[config.mk]
export PLATFORM = sky130hd
export DESIGN_NAME = surya_alarm_scheduler
export DESIGN_NICKNAME = d
export VERILOG_FILES = /design/src/rtl/surya_alarm_scheduler.sv
export SDC_FILE = /design/constraint.sdc
export NUM_CORES = 1
export LEC_CHECK = 0
export CORE_MARGIN = 3
export CORE_UTILIZATION = 39
export DETAILED_ROUTE_END_ITERATION = 8
export PLACE_DENSITY = 0.65
export SLEW_MARGIN = 20
export SYNTH_ARGS = -nofsm -noshare
export SYNTH_HDL_FRONTEND = slang
export SYNTH_SLANG_ARGS = --single-unit
[constraint.sdc]
create_clock -name clk -period 2.4 [get_ports clk]
set_clock_uncertainty 0.1 [all_clocks]
set_input_delay 0.36 -clock clk [delete_from_list [all_inputs] [get_ports clk]]
set_output_delay 0.36 -clock clk [all_outputs]
set_load 0.02 [all_outputs]
[src/rtl/surya_alarm_scheduler.sv]
// surya_alarm_scheduler: multi-slot absolute-time alarm scheduler.
// Ticks are evaluated against per-slot due times; due slots are issued one at
// a time through a valid/ready event port in round-robin order.
// Optional feature macro: SSCHED_PERIODIC_EN (periodic reload on issue);
// without it every slot is one-shot and req_period is ignored.
module surya_alarm_scheduler #(
  parameter int unsigned NUM_SLOTS = 4,
  parameter int unsigned TW        = 32
) (
  input  logic                         clk,
  input  logic                         rst_n,
  input  logic                         tick_in,
  input  logic [TW-1:0]                time_now,
  input  logic                         req_valid,
  output logic                         req_ready,
  input  logic [$clog2(NUM_SLOTS)-1:0] req_slot,
  input  logic                         req_cancel,
  input  logic [TW-1:0]                req_target,
  input  logic [15:0]                  req_period,
  output logic                         evt_valid,
  input  logic                         evt_ready,
  output logic [$clog2(NUM_SLOTS)-1:0] evt_slot,
  output logic [TW-1:0]                evt_time,
  output logic [NUM_SLOTS-1:0]         slot_armed,
  output logic [NUM_SLOTS-1:0]         overrun,
  output logic [7:0]                   missed_ticks
);

  localparam int unsigned SW = $clog2(NUM_SLOTS);
  localparam int unsigned PW = 16;

  typedef enum logic [1:0] {
    S_IDLE = 2'd0,
    S_EVAL = 2'd1,
    S_ARB  = 2'd2
  } state_t;

  state_t                 r_state;
  state_t                 w_state_nxt;

  logic [TW-1:0]          r_target [NUM_SLOTS];
  logic [NUM_SLOTS-1:0]   r_armed;
  logic [NUM_SLOTS-1:0]   r_pending;
  logic [NUM_SLOTS-1:0]   r_overrun;
  logic [TW-1:0]          r_tcap;
  logic                   r_lat_v;
  logic [TW-1:0]          r_lat_t;
  logic [7:0]             r_missed;
  logic [SW-1:0]          r_rr;
  logic                   r_evt_valid;
  logic [SW-1:0]          r_evt_slot;
  logic [TW-1:0]          r_evt_time;

  logic [NUM_SLOTS-1:0]   w_due;
  logic [NUM_SLOTS-1:0]   w_busy;
  logic [NUM_SLOTS-1:0]   w_new_pend;
  logic [NUM_SLOTS-1:0]   w_new_ovr;
  logic [NUM_SLOTS-1:0]   w_pend_eval;
  logic [NUM_SLOTS-1:0]   w_pick_mask;
  logic                   w_found;
  logic [SW-1:0]          w_pick;
  logic                   w_issue_ok;
  logic                   w_start;
  logic                   w_do_eval;
  logic                   w_do_issue;
  logic                   w_tick_to_latch;
  logic                   w_req_fire;

`ifdef SSCHED_PERIODIC_EN
  logic [PW-1:0]          r_period [NUM_SLOTS];
`else
  logic                   w_unused_period;
  assign w_unused_period = ^req_period;
`endif

  // Wrap-safe "now has reached target": difference taken modulo 2^TW, MSB clear.
  function automatic logic is_due(input logic [TW-1:0] now, input logic [TW-1:0] tgt);
    logic [TW-1:0] d;
    d = now - tgt;
    return ~d[TW-1];
  endfunction

  assign req_ready    = (r_state == S_IDLE) && !tick_in && !r_lat_v;
  assign w_req_fire   = req_valid && req_ready && (32'(req_slot) < NUM_SLOTS);
  assign evt_valid    = r_evt_valid;
  assign evt_slot     = r_evt_slot;
  assign evt_time     = r_evt_time;
  assign slot_armed   = r_armed;
  assign overrun      = r_overrun;
  assign missed_ticks = r_missed;

  // A tick goes straight to evaluation only when idle with an empty latch.
  assign w_tick_to_latch = tick_in && !((r_state == S_IDLE) && !r_lat_v);

  // Due detection; a slot whose event still sits in the output register counts as pending.
  always_comb begin
    w_due  = '0;
    w_busy = '0;
    for (int i = 0; i < NUM_SLOTS; i++) begin
      w_due[i]  = r_armed[i] && is_due(r_tcap, r_target[i]);
      w_busy[i] = r_pending[i] || (r_evt_valid && (r_evt_slot == SW'(i)));
    end
  end

  assign w_new_pend  = w_due & ~w_busy;
  assign w_new_ovr   = w_due & w_busy;
  assign w_pend_eval = r_pending | w_new_pend;

  // Round-robin search for the first pending slot after the last issued one.
  always_comb begin : p_pick
    int unsigned v_idx;
    v_idx   = 0;
    w_found = 1'b0;
    w_pick  = '0;
    for (int k = 1; k <= NUM_SLOTS; k++) begin
      v_idx = 32'(r_rr) + 32'(k);
      if (v_idx >= NUM_SLOTS) v_idx = v_idx - NUM_SLOTS;
      if (!w_found && r_pending[SW'(v_idx)]) begin
        w_found = 1'b1;
        w_pick  = SW'(v_idx);
      end
    end
  end

  assign w_pick_mask = NUM_SLOTS'(1) << w_pick;
  assign w_issue_ok  = w_found && (!r_evt_valid || evt_ready);

  // FSM state register.
  always_ff @(posedge clk or negedge rst_n) begin
    if (!rst_n) r_state <= S_IDLE;
    else        r_state <= w_state_nxt;
  end

  // FSM next-state and control strobes.
  always_comb begin
    w_state_nxt = r_state;
    w_start     = 1'b0;
    w_do_eval   = 1'b0;
    w_do_issue  = 1'b0;
    unique case (r_state)
      S_IDLE: begin
        if (tick_in || r_lat_v) begin
          w_start     = 1'b1;
          w_state_nxt = S_EVAL;
        end
      end
      S_EVAL: begin
        w_do_eval   = 1'b1;
        w_state_nxt = (|w_pend_eval) ? S_ARB : S_IDLE;
      end
      S_ARB: begin
        w_do_issue = w_issue_ok;
        if ((r_pending & ~(w_issue_ok ? w_pick_mask : '0)) == '0) w_state_nxt = S_IDLE;
      end
      default: w_state_nxt = S_IDLE;
    endcase
  end

  // Datapath: tick latch, slot table, pending/overrun, event register.
  always_ff @(posedge clk or negedge rst_n) begin
    if (!rst_n) begin
      for (int i = 0; i < NUM_SLOTS; i++) begin
        r_target[i] <= '0;
`ifdef SSCHED_PERIODIC_EN
        r_period[i] <= '0;
`endif
      end
      r_armed     <= '0;
      r_pending   <= '0;
      r_overrun   <= '0;
      r_tcap      <= '0;
      r_lat_v     <= 1'b0;
      r_lat_t     <= '0;
      r_missed    <= '0;
      r_rr        <= SW'(NUM_SLOTS - 1);
      r_evt_valid <= 1'b0;
      r_evt_slot  <= '0;
      r_evt_time  <= '0;
    end else begin
      if (w_start) r_tcap <= r_lat_v ? r_lat_t : time_now;

      if (w_tick_to_latch) begin
        if (r_lat_v && !w_start && (r_missed != 8'hFF)) r_missed <= r_missed + 8'd1;
        r_lat_v <= 1'b1;
        r_lat_t <= time_now;
      end else if (w_start) begin
        r_lat_v <= 1'b0;
      end

      if (w_do_eval) begin
        r_pending <= w_pend_eval;
        r_overrun <= r_overrun | w_new_ovr;
      end

      if (w_do_issue) begin
        r_evt_valid         <= 1'b1;
        r_evt_slot          <= w_pick;
        r_evt_time          <= r_target[w_pick];
        r_pending[w_pick]   <= 1'b0;
        r_rr                <= w_pick;
`ifdef SSCHED_PERIODIC_EN
        if (r_period[w_pick] != '0) r_target[w_pick] <= r_target[w_pick] + TW'(r_period[w_pick]);
        else                        r_armed[w_pick]  <= 1'b0;
`else
        r_armed[w_pick]     <= 1'b0;
`endif
      end else if (evt_ready) begin
        r_evt_valid <= 1'b0;
      end

      if (w_req_fire) begin
        r_pending[req_slot] <= 1'b0;
        if (req_cancel) begin
          r_armed[req_slot] <= 1'b0;
        end else begin
          r_armed[req_slot]   <= 1'b1;
          r_overrun[req_slot] <= 1'b0;
          r_target[req_slot]  <= req_target;
`ifdef SSCHED_PERIODIC_EN
          r_period[req_slot]  <= req_period;
`endif
        end
      end
    end
  end

endmodule

---- Word level (Yosys, flattened, before mapping) ----
Index checks and enable logic that the tools add are counted.
word-level totals
  bits in registers ....................... 252
  input bits .............................. 88
  logic and storage cells ................. 173
operators by class
  add/sub/neg operators ................... 13
  order comparisons ....................... 15
  equal/unequal tests ..................... 8
  shifts and indexed selects .............. 1
  muxes and demuxes ....................... 53
  bitwise gates (word level) .............. 22
  reductions and logical operators ........ 45
operators by type and width
  operator                                                                       count
  128-bit bitwise mux                                                            1
  32-bit 2-to-1 mux                                                              4
  32-bit subtractor                                                              4
  32-bit binary-select mux with 2-bit select                                     1
  32-bit demux with 2-bit select                                                 1
  4-bit 2-to-1 mux                                                               10
  4-bit bitwise AND                                                              8
  1-bit logical AND                                                              22
  2-bit 2-to-1 mux                                                               11
  2-bit by 3-bit less-than comparator with 1-bit output (second input constant)  6
  1-bit 2-to-1 mux                                                               18
  4-bit NOT                                                                      4
  3-bit >= comparator (second input constant)                                    5
  4-bit bitwise OR                                                               3
  8-bit by 1-bit adder with 8-bit output (second input constant)                 1
  1-bit binary-select mux with 2-bit select                                      4
  1-bit zero test                                                                8
  8-bit inequality test (second input constant)                                  1
  2-bit by 1-bit subtractor with 2-bit output (second input constant)            4
  2-bit by 2-bit adder with 3-bit output (second input constant)                 2
  2-bit == test (second input constant)                                          3
  1-bit logical OR                                                               6
  2-bit NOT with 3-bit output                                                    2
  2-bit one-hot mux with 3 select lines                                          1
  16 further kinds                                                               27

---- Depth between registers and ports, before layout ----
Gate-level depths: netlist of the first run.
  depth after elaboration ................. 25
  mapped depth ............................ 10
  gate-level depth less buffers ........... 10

---- Worst setup path before layout of the first run ----
OpenSTA, ideal clock, no wires.
  kind .................................... reg-to-reg
  from .................................... register r_tcap[5]
  to ...................................... register r_state[1]
  setup time .............................. 0.088 ns
  arrival time ............................ 2.064 ns
  data required time ...................... 2.212 ns
  slack ................................... 0.148 ns
  stages on the path, launching flop included .. 10
  buffers on the path ..................... 0
  clock period less this slack ............ 2.252 ns
  path through ............................ dfrtp_1 -> ha_1 -> a21o_1 -> a221o_1 -> a31oi_1 -> o41ai_1 -> a31o_1 -> xnor2_1 -> nand3_1 -> a41oi_1
on the way
  cells in the longest elaborated chain, start to end .. 8
  elaborated cells on any way between the ends .. 17
RTL lines
  item                                     RTL line  text
  start: declaration                       45        logic [TW-1:0] r_tcap;
  start signal: assignment                 180       if (w_start) r_tcap <= r_lat_v ? r_lat_t : time_now;
  32-bit subtractor                        79        d = now - tgt;
  1-bit NOT                                80        return ~d[TW-1];
  1-bit logical AND                        100       w_due[i] = r_armed[i] && is_due(r_tcap, r_target[i]);
  4-bit bitwise AND *                      105       assign w_new_pend = w_due & ~w_busy;
  4-bit bitwise OR *                       107       assign w_pend_eval = r_pending | w_new_pend;
  4-bit OR reduction *                     149       w_state_nxt = (|w_pend_eval) ? S_ARB : S_IDLE;
  2-bit 2-to-1 mux *                       149
  2-bit one-hot mux with 3 select lines *  140       unique case (r_state)
  end signal: assignment                   131       else r_state <= w_state_nxt;
  end: declaration                         38        state_t r_state;
Mark *: on every way between the ends. The rest lies on a longest branch, timed or not.
A chain may end at the register's enable or synchronous reset.

---- Worst setup path in the final report of the first run ----
  from .................................... register r_tcap[5]
  to ...................................... register r_overrun[3] (netlist: overrun[3])
on the way
  cells in the longest elaborated chain, start to end .. 9
RTL lines
  item                                RTL line  text
  32-bit subtractor *                 79
  1-bit NOT *                         80
  1-bit logical AND *                 100
  4-bit bitwise AND *                 106       assign w_new_ovr = w_due & w_busy;
  4-bit bitwise OR *                  192       r_overrun <= r_overrun | w_new_ovr;
  4-bit 2-to-1 mux *                  190       if (w_do_eval) begin
  4-bit bitwise AND (no source line)  n/a
  4-bit 2-to-1 mux                    213       if (req_cancel) begin
  4-bit 2-to-1 mux *                  211       if (w_req_fire) begin
  end signal: assignment              192
  end: declaration                    44        logic [NUM_SLOTS-1:0] r_overrun;
Marks and branches as above.

==> results.sh, run 1 <==
export IMPL_status="finished, violations left"
export IMPL_violations="setup timing"
export IMPL_synth_top_cell_by_area="dfrtp_1"
export IMPL_post_route_min_period_ns=2.60
export IMPL_numCtsBuffers=30
export IMPL_async_flop_share_pct=100
export IMPL_clkSlewWorstSetupHoldPaths_ns=0.06
export IMPL_cp_top_family="compound AO/OA/AOI/OAI gates"
export IMPL_max_stage_delay_ns=0.40
export IMPL_core_area_um2=35000
export IMPL_via_per_inst=5.21
export IMPL_antenna_found_initial=0
export IMPL_setup_violations=8
export IMPL_yosys_most_used_dff="dfrtp_1"
export IMPL_grt_max_degree=67
export IMPL_power_density_nw_per_um2=1500
export IMPL_tightestPinTransition_ns=0.580
export IMPL_fmax_mhz=385
export IMPL_netlist_instances=1437
export IMPL_fin_area_um2=18500
export IMPL_syn_area_um2=14000
export IMPL_cp_num_buf_inv=2
export IMPL_slew_violations=0
export IMPL_yosysTopAreaCellShare_pct=44.7
export IMPL_gp_congestion=0.866
export IMPL_cts_buffer_depth=3
export IMPL_antenna_cells=0
export IMPL_syn2layout_area_growth_pct=32.0
export IMPL_relSlewSlack_pct=61.3
export IMPL_setup_slack_ns=-0.197
export IMPL_rows=68
export IMPL_crit_chain="buf_6 > ha_4 > a21o_1 > a221o_1 > a31oi_4 > o41ai_4 > a31o_1 > xnor2_2 > buf_4 > a21oi_2 > nor2_1"
export IMPL_irDropWorstVdd_mv=0.711
export IMPL_final_hold_violation_count=0
export IMPL_grt_pass1_wl_mm=61.4
export IMPL_cts_root_buf="clkbuf_16"
export IMPL_hold_class="primary input to async pin"
export IMPL_placed_area_um2=16700
export IMPL_cpMaxStageDelayCell="dfrtp_1"
export IMPL_p_total_mw=27.7
export IMPL_hold_slack_ns=0.263
export IMPL_port_buffers=123
export IMPL_synth_top_cells_by_count="dfrtp_1 (250), nand2_1 (201), o21ai_0 (139), inv_1 (131), ha_1 (121)"
export IMPL_grt_pass1_vias=11400
export IMPL_end_kind="register"
export IMPL_insertion_delay_ns=0.55
export IMPL_cts_tree="yes"
export IMPL_nNetsFinal=1880
export IMPL_cp_required_ns=2.77
export IMPL_rsz0062_at_grt="yes"
export IMPL_syn_area_per_cell_um2=9.74
export IMPL_drt_total_wl_mm=38.5
export IMPL_dieArea_um2=38200
export IMPL_drc=0
export IMPL_overflow=0
export IMPL_drive_gt1_share_pct=26.1
export IMPL_synth_fp_nets=1646
export IMPL_grt_usage_pct=19.7
export IMPL_dp_hpwl_mm=27.9
export IMPL_worstPathMaxFanout=3
export IMPL_die_w_um=195
export IMPL_synth_seq_cells=252
export IMPL_worstPathArrival_ns=2.97
export IMPL_die_y_um=195
export IMPL_maxCapViolCount=0
export IMPL_initial_core_util_pct=40.0
export IMPL_fin_util_pct=52.8
export IMPL_crit_type="register to register"
export IMPL_cp_start_kind="register"
export IMPL_synth_edf_count=0
export IMPL_ys_types=62
export IMPL_routedWlPerCell_um=17.9
export IMPL_antenna_left=0
export IMPL_yosys_warnings=0
export IMPL_drt_pass1_iterations=5
export IMPL_io_pins=140
export IMPL_htree_levels=1
export IMPL_via_count=11200
export IMPL_yosysMostFrequentCell="dfrtp_1"
export IMPL_synth_area_leaders="dfrtp_1 (45%), ha_1 (11%), mux2_2 (7.8%), nand2_1 (5.4%), o21ai_0 (5.0%)"
export IMPL_leakagePower_nw=8.31
export IMPL_clkSinkCount=252
export IMPL_period_share_pct=108
export IMPL_drtIter0Drc=669
export IMPL_fillers=3063
export IMPL_synth_seq_area_share_pct=45.1
[power by group]
part / total [mW] / internal [mW] / switching, mW
registers: 7.45 / 6.17 / 1.28
clock network: 4.79 / 2.92 / 1.87
logic: 15.4 / 6.94 / 8.51
total: 27.7 / 16.0 / 11.7
[state kept, by name, summed over array words and instances, names as in the netlist]
signal        flops
missed_ticks      8
evt_time         32
r_rr              2
r_lat_v           1
slot_armed        4
r_state           2
evt_valid         1
r_tcap           32
overrun           4
r_target        128
r_lat_t          32
evt_slot          2
r_pending         4
[through the flow]
step	worst slack (ns)	std cells	TNS, ns
after global placement	-0.234	2081	-1.48
after CTS	-0.140	2147	-0.643
after floorplan	0.148	1437	0
final	-0.197	2150	-0.862
after global routing	-0.267	2150	-1.72
after detailed placement	-0.361	2081	-2.03
[layer usage]
metal	track usage, %	vias up	share of wire [%]
met5	0	-	0
met1	29.4	5422	48
met4	4.04	0	1.7
li1	-	5453	-
met2	30.5	282	44
met3	3.24	54	6.0
[cell families after synthesis]
logic type	after synthesis	share of synthesized area [%]
simple gates	365	11.8
fa+ha+maj	122	10.9
flops	252	45.1
mux	130	10.2
compound gates	359	15.1
xor+xnor	14	0.876
buf+inv	195	6.13
[placed cells by master (no fill, tap or decap), drive strengths merged, types with 21 or more instances in the layout]
master and n:
nor2 64, inv 132, a21oi 94, nand3 21, clkbuf 41, buf 142
mux2i 32, nand2 230, o21ai 191, mux2 98, o211ai 31, dfrtp 250
ha 121, clkdlybuf4s50 121
[repair_timing]
action | 4_1_cts | 5_1_grt
hold buffers | 1 | 0
gates resized for setup | 70 | 36
setup buffers | 13 | 3
setup endpoints to repair | 10 | 10
endpoints found under the hold margin | 60 | 0
pin swaps | 44 | 34
[area by class of cell]
| type | count | area, µm² | share of cell area [%] |
|---|---|---|---|
| clock buffer | 40 | 890 | 4.82 |
| clock inverter | 16 | 175 | 0.948 |
| inverter | 132 | 508 | 2.75 |
| multi-input combinational | 990 | 7460 | 40.4 |
| sequential | 252 | 6320 | 34.2 |
| tap | 455 | 569 | 3.08 |
| timing repair buffer | 265 | 2550 | 13.8 |
[worst paths after layout]
check                                              from                      end  slack, ns  cells after the start
worst max-delay path              r_tcap[5]$_DFFE_PN0P_     overrun[3]$_DFF_PN0_      -0.20                     11
worst min-delay path                              rst_n   r_lat_t[5]$_DFFE_PN0P_       0.26                      2
worst max register to register    r_tcap[5]$_DFFE_PN0P_     overrun[3]$_DFF_PN0_      -0.20                     11
worst min register to register  evt_time[2]$_DFFE_PN0P_  evt_time[2]$_DFFE_PN0P_       0.38                      2
max in group asynchronous                         rst_n   r_tcap[25]$_DFFE_PN0P_       1.13                      3
min in group clk                           time_now[10]  r_lat_t[10]$_DFFE_PN0P_       0.34                      2
[worst register-to-register path, stage by stage, from the launching register on]
cell	delay (ns)
dfrtp_1	0.40
buf_6	0.13
ha_4	0.21
a21o_1	0.15
a221o_1	0.37
a31oi_4	0.18
o41ai_4	0.11
a31o_1	0.25
xnor2_2	0.30
buf_4	0.18
a21oi_2	0.04
nor2_1	0.09
Power figures use the tool's default switching activity.
==> inputs of run 2 (changes only) <==
SKIP_CTS_REPAIR_TIMING = 1   (was not set)
==> results.sh, run 2 (synthesized netlist as in run 1, its figures left out) <==
export IMPL_initial_core_util_pct=40.0
export IMPL_worstPathMaxFanout=4
export IMPL_hold_class="primary input to async pin"
export IMPL_tightestPinTransition_ns=0.582
export IMPL_clkSlewWorstSetupHoldPaths_ns=0.06
export IMPL_dieArea_um2=38200
export IMPL_numCtsBuffers=30
export IMPL_rows=68
export IMPL_rsz0062_at_grt="yes"
export IMPL_period_share_pct=105
export IMPL_htree_levels=1
export IMPL_via_count=11200
export IMPL_drc=0
export IMPL_antenna_cells=0
export IMPL_nNetsFinal=1877
export IMPL_setup_slack_ns=-0.114
export IMPL_r2r_start="r_tcap[5]$_DFFE_PN0P_"
export IMPL_grt_max_degree=67
export IMPL_cts_tree="yes"
export IMPL_drtIter0Drc=679
export IMPL_core_area_um2=35000
export IMPL_leakagePower_nw=8.29
export IMPL_final_common_cell="dfrtp_1"
export IMPL_io_pins=140
export IMPL_antenna_found_initial=0
export IMPL_gp_congestion=0.866
export IMPL_fin_util_pct=52.7
export IMPL_fin_area_um2=18400
export IMPL_status="finished, violations left"
export IMPL_clkSinkCount=252
export IMPL_fillers=3071
export IMPL_via_per_inst=5.20
export IMPL_critPathLaunch="r_tcap[5]$_DFFE_PN0P_"
export IMPL_die_w_um=195
export IMPL_worstPathArrival_ns=2.88
export IMPL_drt_total_wl_mm=38.2
export IMPL_grt_pass1_wl_mm=60.0
export IMPL_die_y_um=195
export IMPL_antenna_left=0
export IMPL_largest_register="r_target"
export IMPL_regArea_um2=6320
export IMPL_drt_pass1_iterations=6
export IMPL_slew_violations=0
export IMPL_cts_buffer_depth=3
export IMPL_crit_type="register to register"
export IMPL_grt_usage_pct=19.2
export IMPL_multiInputGateArea_um2=7430
export IMPL_routedWlPerCell_um=17.8
export IMPL_p_total_mw=27.6
export IMPL_dp_hpwl_mm=27.9
export IMPL_violations="setup timing"
export IMPL_cp_start_kind="register"
export IMPL_end_kind="register"
export IMPL_overflow=0
export IMPL_layout_common_cells="dfrtp_1 (237), nand2_1 (201), inv_1 (130), o21ai_0 (126), clkdlybuf4s50_1 (121)"
export IMPL_drive_gt1_share_pct=25.8
export IMPL_power_density_nw_per_um2=1500
export IMPL_insertion_delay_ns=0.55
export IMPL_port_buffers=123
export IMPL_largest_register_ffs=128
export IMPL_relSlewSlack_pct=61.2
export IMPL_grt_pass1_vias=11200
export IMPL_fmax_mhz=398
export IMPL_syn2layout_area_growth_pct=31.6
export IMPL_placed_area_um2=16700
export IMPL_maxCapViolCount=0
export IMPL_post_route_min_period_ns=2.51
export IMPL_cts_root_buf="clkbuf_16"
export IMPL_setup_violations=8
export IMPL_cp_required_ns=2.77
export IMPL_irDropWorstVdd_mv=0.713
export IMPL_final_hold_violation_count=0
## run 2: cell types whose count changed in the layout (fill, tap and decap cells not counted), moves of 2 or more
| cell | before | now |
|---|---|---|
| ha_1 | 94 | 99 |
| ha_4 | 27 | 22 |
| dfrtp_1 | 240 | 237 |
| dfrtp_2 | 10 | 13 |
| o21ai_2 | 33 | 30 |
| buf_4 | 115 | 113 |
| nor4_1 | 2 | 0 |
| nor4_2 | 1 | 3 |
| o21ai_1 | 33 | 35 |
## run 2: final timing paths
check / endpoint / slack, ns / cells past startpoint
max: r_state[1]$_DFFE_PN0P_ / -0.11 / 9
min: r_lat_t[5]$_DFFE_PN0P_ / 0.26 / 2
max reg2reg: r_state[1]$_DFFE_PN0P_ / -0.11 / 9
min reg2reg: evt_time[2]$_DFFE_PN0P_ / 0.38 / 2
max in group asynchronous: r_tcap[23]$_DFFE_PN0P_ / 1.13 / 3
min in group clk: r_lat_t[10]$_DFFE_PN0P_ / 0.35 / 2
## run 2: layout make-up
cell class	instances	share of cell area, %
clock inverters	16	0.950
flip-flops and latches	252	34.3
clock buffers	40	4.83
multi-input cells	990	40.3
repair buffers	262	13.8
well taps	455	3.09
inverters	132	2.76
## run 2: metrics by stage
step / worst slack [ns] / TNS, ns / hold WS (ns) / std cells
4_1_cts: -0.386 / -2.58 / -0.309 / 2137
5_1_grt: -0.245 / -1.64 / 0.327 / 2147
2_1_floorplan: 0.148 / 0 / -0.0356 / 1437
3_5_place_dp: -0.361 / -2.03 / 0.271 / 2081
3_3_place_gp: -0.234 / -1.48 / 0.265 / 2081
6_report: -0.114 / -0.622 / 0.263 / 2147
## run 2: per-layer routing
metal | track usage (%) | share of wire [%] | up-vias
met2 | 29.5 | 44 | 267
li1 | - | - | 5440
met4 | 3.88 | 1.6 | 0
met5 | 0 | 0 | -
met1 | 28.9 | 49 | 5409
met3 | 3.05 | 5.5 | 46
## run 2: critical path, cell delays in order, from the launching register on
cell     delay [ns]
dfrtp_1        0.42
ha_1           0.33
and3_4         0.18
a221o_1        0.31
a31oi_2        0.18
o41ai_2        0.11
a31o_1         0.25
xnor2_4        0.23
nand3_2        0.12
a41oi_2        0.21
## run 2: report_power, final
part           internal, mW  switching [mW]  leakage, nW
sequential             6.17            1.31         2.99
clock                  2.93            1.88        0.528
combinational          6.88            8.43         4.78
==> inputs of run 3 (changes only) <==
CELL_PAD_IN_SITES_DETAIL_PLACEMENT = 0   (was not set)
CELL_PAD_IN_SITES_GLOBAL_PLACEMENT = 1   (was not set)
CTS_CLUSTER_DIAMETER = 40   (was not set)
PLACE_DENSITY = 0.79   (was 0.65)
==> results.sh, run 3 (synthesized netlist as in run 1, its figures left out) <==
export IMPL_power_density_nw_per_um2=1570
export IMPL_fin_util_pct=54.7
export IMPL_period_share_pct=107
export IMPL_status="finished, violations left"
export IMPL_slew_violations=0
export IMPL_insertion_delay_ns=0.54
export IMPL_reg2reg_slack_ns=-0.17
export IMPL_die_w_um=195
export IMPL_routedWlPerCell_um=18.3
export IMPL_maxCapViolCount=0
export IMPL_reg2reg_depth=10
export IMPL_nNetsFinal=1889
export IMPL_clkSlewWorstSetupHoldPaths_ns=0.05
export IMPL_largest_register="r_target"
export IMPL_worstPathArrival_ns=2.87
export IMPL_io_pins=140
export IMPL_worstPathMaxFanout=5
export IMPL_via_count=11400
export IMPL_grt_pass1_wl_mm=62.0
export IMPL_grt_pass1_vias=11200
export IMPL_setup_slack_ns=-0.171
export IMPL_cts_root_buf="clkbuf_16"
export IMPL_p_comb_share_pct=52.6
export IMPL_final_common_cell="dfrtp_1"
export IMPL_drt_pass1_iterations=5
export IMPL_crit_type="register to register"
export IMPL_layout_common_cells="dfrtp_1 (244), nand2_1 (199), o21ai_0 (125), inv_1 (121), clkdlybuf4s50_1 (121)"
export IMPL_largest_register_ffs=128
export IMPL_hold_class="primary input to async pin"
export IMPL_cp_start_kind="register"
export IMPL_numCtsBuffers=45
export IMPL_relSlewSlack_pct=65.3
export IMPL_cp_required_ns=2.70
export IMPL_die_y_um=195
export IMPL_pwr_share_clk_pct=22.6
export IMPL_grt_usage_pct=20.2
export IMPL_overflow=0
export IMPL_setup_violations=6
export IMPL_cts_buffer_depth=3
export IMPL_post_route_min_period_ns=2.57
export IMPL_antenna_left=0
export IMPL_cpMaxStageDelayCell="dfrtp_2"
export IMPL_power_share_sequential_pct=24.8
export IMPL_dp_hpwl_mm=28.2
export IMPL_irDropWorstVdd_mv=0.679
export IMPL_placed_area_um2=16700
export IMPL_drive_gt1_share_pct=27.9
export IMPL_rows=68
export IMPL_tightestPinTransition_ns=0.520
export IMPL_max_stage_delay_ns=0.46
export IMPL_cts_tree="yes"
export IMPL_end_kind="register"
export IMPL_switching_share_pct=41.2
export IMPL_antenna_found_initial=1
export IMPL_leakagePower_nw=8.56
export IMPL_violations="setup timing"
export IMPL_clkSinkCount=252
export IMPL_fin_area_um2=19100
export IMPL_drtIter0Drc=752
export IMPL_dieArea_um2=38200
export IMPL_drc=0
export IMPL_grt_max_degree=66
export IMPL_rsz0062_at_grt="yes"
export IMPL_htree_levels=2
export IMPL_drt_total_wl_mm=39.7
export IMPL_port_buffers=123
export IMPL_antenna_cells=0
export IMPL_p_int_mw=17.7
export IMPL_via_per_inst=5.23
export IMPL_core_area_um2=35000
export IMPL_syn2layout_area_growth_pct=36.6
export IMPL_p_switching_mw=12.4
export IMPL_r2r_start="r_tcap[26]$_DFFE_PN0P_"
export IMPL_crit_chain="buf_4 > ha_4 > a21oi_1 > o21ai_1 > a221o_1 > a31oi_4 > o41ai_4 > xnor2_2 > a311oi_2 > a41oi_2"
export IMPL_final_hold_violation_count=0
export IMPL_fmax_mhz=389
export IMPL_gp_congestion=0.854
export IMPL_setup_tns_ns=-0.613
export IMPL_r2r_end="r_state[1]$_DFFE_PN0P_"
export IMPL_initial_core_util_pct=40.0
-- run 3: how the worst max path moves through the flow --
stage | from | endpoint | slack [ns] | cells after the start
after floorplan | r_tcap[5]$_DFFE_PN0P_ | r_state[1]$_DFFE_PN0P_ | 0.15 | 9
after global placement | r_tcap[4]$_DFFE_PN0P_ | r_state[1]$_DFFE_PN0P_ | -0.45 | 10
after detailed placement | r_tcap[4]$_DFFE_PN0P_ | r_state[1]$_DFFE_PN0P_ | -0.45 | 10
after CTS | r_tcap[4]$_DFFE_PN0P_ | r_state[1]$_DFFE_PN0P_ | -0.47 | 10
after global routing | r_tcap[28]$_DFFE_PN0P_ | r_state[1]$_DFFE_PN0P_ | -0.28 | 11
final | r_tcap[26]$_DFFE_PN0P_ | r_state[1]$_DFFE_PN0P_ | -0.17 | 10
-- run 3: area by class of cell --
cell class	count	area [µm²]
repair buffers	259	2550
inverters	132	508
clock buffers	48	1170
clock inverters	34	448
flip-flops and latches	252	6320
multi-input cells	990	7570
well taps	455	569
fillers	3036	15800
-- run 3: routing by layer --
metal	wire, µm	up-vias	GRT usage, %	part of all wire, %
li1	-	5490	-	-
met1	18600	5479	29.6	47
met2	17900	309	30.8	45
met3	2150	76	3.50	5.4
met4	1020	0	5.94	2.6
met5	0	-	0	0
-- run 3: critical path: cells and delay by family, from the launching register on --
family,cells,cell delay [ns]
compound gates,7,1.32
xor+xnor,1,0.17
fa+ha+maj,1,0.21
flops,1,0.46
buf+inv,1,0.16
-- run 3: power by group through the flow --
| stage | combinational, mW | sequential [mW] | clock [mW] |
|---|---|---|---|
| after CTS | 14.1 | 7.35 | 6.91 |
| after detailed placement | 14.0 | 7.40 | 0 |
| final | 15.8 | 7.46 | 6.79 |
| after global placement | 13.7 | 7.31 | 0 |
| after floorplan | 8.10 | 7.66 | 0 |
| after global routing | 17.6 | 7.70 | 7.12 |
-- run 3: through the flow --
step	setup WS (ns)	hold slack (ns)	total power, mW	std cells
6_report	-0.171	0.261	30.1	2170
5_1_grt	-0.280	0.304	32.4	2170
4_1_cts	-0.473	-0.324	28.4	2155
3_5_place_dp	-0.455	0.250	21.4	2073
3_3_place_gp	-0.453	0.245	21.0	2073
2_1_floorplan	0.148	-0.0356	15.8	1437
==> patch 1: new RTL, config.mk and constraints of run 2 <==
Change the parameter `NUM_SLOTS` from 4 to 2.
--- a/src/rtl/surya_alarm_scheduler.sv
+++ b/src/rtl/surya_alarm_scheduler.sv
@@ -4,7 +4,7 @@
 // Optional feature macro: SSCHED_PERIODIC_EN (periodic reload on issue);
 // without it every slot is one-shot and req_period is ignored.
 module surya_alarm_scheduler #(
-  parameter int unsigned NUM_SLOTS = 4,
+  parameter int unsigned NUM_SLOTS = 2,
   parameter int unsigned TW        = 32
 ) (
   input  logic                         clk,
Ports: changed (resized evt_slot, overrun, req_slot and slot_armed); port bits go from 140 to 134. The function was not compared with the original's and may differ.
==> patch 1 against run 2 <==
- non-clock buffer count decreased by 79
- total power decreased by 40%
- setup slack improved by 0.18 ns
- first-iteration DRC count decreased by 43%
- sequential cell count decreased by 72
- synthesized area decreased by 36%
- final area decreased by 36%
- routed wire length decreased by 44%
- critical endpoint unchanged
- largest cell class is now sequential cells
==> patch 1: results (changes against run 2) <==
| Metric | Value |
|---|---|
| Status | complete, no violations |
| Met1 Track Usage GR | 0.242 (-0.0465) |
| Grt met2 use | 0.278 (-0.0167) |
| Unique masters post-synth | 48 (-23%) |
| Routability cong. | 0.825 (-4.7%) |
| Port Buffers | 117 (-4.9%) |
| Starting DRT DRC Count | 384 (-43%) |
| CP arrival | 2.53 ns (-0.35 ns) |
| DRT met1 WL | 10100 um (-46%) |
| Max VDD drop | 0.567 mV (-21%) |
| Peak Freq | 429 MHz (+7.8%) |
| Pre-CTS WS | -0.190 ns (+0.171 ns) |
| CTS max path bufs | 2 (-1) |
| Total GRT Usage | 0.175 (-0.0172) |
| First-pass GRT wire length | 34100 um (-43%) |
| Nets | 1174 (-37%) |
| Synth area leaders | dfrtp_1 50%, ha_1 8.5%, a21oi_1 7.0% |
| Reg-to-reg slack, setup | 0.07 ns (+0.18 ns) |
| P_seq | 0.00539 W (-28%) |
| CTS Buf Count | 17 (-43%) |
| Total combinational power | 0.00827 W (-46%) |
| Routed met3 length | 909 um (-57%) |
| Sequential-to-total area share from yosys stat | 0.504 (+0.0533) |
| WHS | 0.213 ns (-0.0507 ns) |
| Syn nets | 1010 (-39%) |
| FILL cells | 1956 (-36%) |
| Metal2 WL | 10100 um (-40%) |
| Leakage | 5.31 nW (-36%) |
| DP Wirelength | 15300 um (-45%) |
| # H-tree levels | 4 (+3) |
| Pre-Repair DR Iteration Count | 4 (-2) |
| Worst setup startpoint | r_tcap[21]$_DFFE_PN0P_ |
| Critical Path Fanout Max | 2 (-2) |
[patch 1: cell types whose count changed in the layout (fill, tap and decap cells not counted), moves of 31 or more]
cell and delta:
ha_1 -49, a21oi_1 +35, buf_4 -54, dfrtp_1 -59, mux2_2 -59, nor2_1 +44
o21ai_1 -31, nand2_1 -142, inv_1 -65, o21ai_0 -86
[patch 1: cell type report]
cell class              count  area (um2)  area share
flip-flops and latches    180        4510       0.384
multi-input cells         575        4260       0.363
repair buffers            183        1750       0.149
clock buffers              23         488      0.0416
well taps                 280         350      0.0299
inverters                  69         259      0.0221
clock inverters             8         124      0.0106
[patch 1: logic make-up (layout without fill, tap and decap cells)]
logic type,count (synthesis),count (layout),share of synthesized area
simple gates,208,208,0.0995
buf+inv,107,283,0.0498
flops,180,180,0.504
compound gates,192,192,0.114
xor+xnor,11,11,0.0108
fa+ha+maj,62,62,0.0865
mux,102,102,0.135
==> patch 2: new RTL, settings of run 2 <==
Without the edit above. Encoding of `state_t`: now one-hot (3 bits for 3 states).
--- a/src/rtl/surya_alarm_scheduler.sv
+++ b/src/rtl/surya_alarm_scheduler.sv
@@ -29,10 +29,10 @@
   localparam int unsigned SW = $clog2(NUM_SLOTS);
   localparam int unsigned PW = 16;
 
-  typedef enum logic [1:0] {
-    S_IDLE = 2'd0,
-    S_EVAL = 2'd1,
-    S_ARB  = 2'd2
+  typedef enum logic [2:0] {
+    S_IDLE = 3'b001,
+    S_EVAL = 3'b010,
+    S_ARB  = 3'b100
   } state_t;
 
   state_t                 r_state;
Check against the original RTL: no difference found for any inputs over 4 cycles, from zero or initial values and one cycle with rst_n low; so few cycles prove little.
==> patch 2 against run 2 <==
- the flow still finishes with violations (setup timing)
- synthesized area down 1.4%
- cell count up 4.5%
- first-iteration DRC count up 33%
- combinational power up 5%
- total power up 0.75%
- sequential power down 3.5%
- final area up 6.5%
- setup slack worse by 0.28 ns
- critical endpoint is now r_state[2]$_DFFE_PN0P_
- maximum frequency down 10%
- clock power down 7.1%
- global-route usage up 1.1 points
- sequential cell count up 1
- routed wire length up 15%
==> patch 2: results (changes against run 2) <==
| Metric | Value |
|---|---|
| Status | finished, violations left |
| Failing checks | setup timing |
| Total combinational power | 0.0161 W (+5%) |
| Nets | 1974 (+5.2%) |
| Total power | 0.0278 W (+0.75%) |
| Sequential-to-total area share from yosys stat | 0.459 (+0.00840) |
| Relative slew slack | 0.603 (-0.00899) |
| Pre-CTS WS | -0.866 ns (-0.506 ns) |
| Post-route setup slack | -0.393 ns (-0.279 ns) |
| Clk network pwr share | 0.160 (-0.014) |
| Largest net degree at the start of global routing | 69 (+3.0%) |
| Unique masters post-synth | 57 (-8.1%) |
| Layout cells sized above 1 | 0.287 (+0.0298) |
| Syn nets | 1660 (+0.85%) |
| Commonest cells post-synth | 250 x dfrtp_1, 245 x nand2_1, 210 x o21ai_0 |
| Starting DRT DRC Count | 904 (+33%) |
| FILL cells | 2934 (-4.5%) |
| Placed cell areas | 17100 um2 (+2.3%) |
| Total GRT Usage | 0.203 (+0.0109) |
| # setup viols final | 142 (+134) |
| Vias per cell | 5.33 (+2.5%) |
| First-pass GRT wire length | 62500 um (+4.2%) |
| Synth area leaders | dfrtp_1 45%, ha_1 11%, o21ai_0 7.6% |
| Drt wl/cell | 19.7 um (+11%) |
| Cells after Synth | 1451 (+0.97%) |
| Critical path's slowest cell | dfrtp_1 |
| Reg-to-reg critical path endpoint | r_state[2]$_DFFE_PN0P_ |
| WHS | 0.254 ns (-0.00905 ns) |
| Cell Int Power | 0.0160 W (+0.29%) |
| DP Wirelength | 28700 um (+2.9%) |
| CP arrival | 3.13 ns (+0.25 ns) |
| Post-placement cell count | 2149 (+3.3%) |
| Number of global-route vias before repair | 11421 (+2.4%) |
| R2r worst-path depth | 12 (+3) |
| Vias | 11947 (+7.0%) |
| Max VDD drop | 0.875 mV (+23%) |
| Antenna violations before repair | 1 (+1) |
| Leakage | 9.22 nW (+11%) |
| TNS Setup | -26.32 ns (-25.70 ns) |
| Design Area, Final | 19600 um2 (+6.5%) |
| Critical R2R Launch | r_tcap[29]$_DFFE_PN0P_ |
[patch 2: cell count changes after synthesis, sizes merged, moves of 3 or more]
cell,before,now
a21o,3,9
a211oi,7,2
o21ai,191,212
nand4,12,15
nand3,21,18
buf,36,11
a221oi,3,6
mux2,98,71
nor2,64,58
nand2,230,246
nor3,5,11
a41oi,4,0
clkbuf,27,55
[patch 2: metal layers]
metal	global-route usage	wire [um]
met2	0.317	20200
met3	0.0337	2860
met1	0.299	20200
met4	0.0436	791
met5	0	17
[patch 2: area by class of cell]
class,instances,area share
Multi-Input combinational cell,1002,0.388
Sequential cell,253,0.323
Timing Repair Buffer,348,0.185
Clock buffer,44,0.0446
Tap cell,455,0.0290
Inverter,130,0.0249
Clock inverter,11,0.00446
[patch 2: cells by family after synthesis]
family          after synthesis  share of synthesized area
fa+ha+maj                   122                      0.110
xor+xnor                     15                    0.00952
flops                       253                      0.459
simple gates                378                      0.118
mux                         105                     0.0902
buf+inv                     196                     0.0584
compound gates              382                      0.154
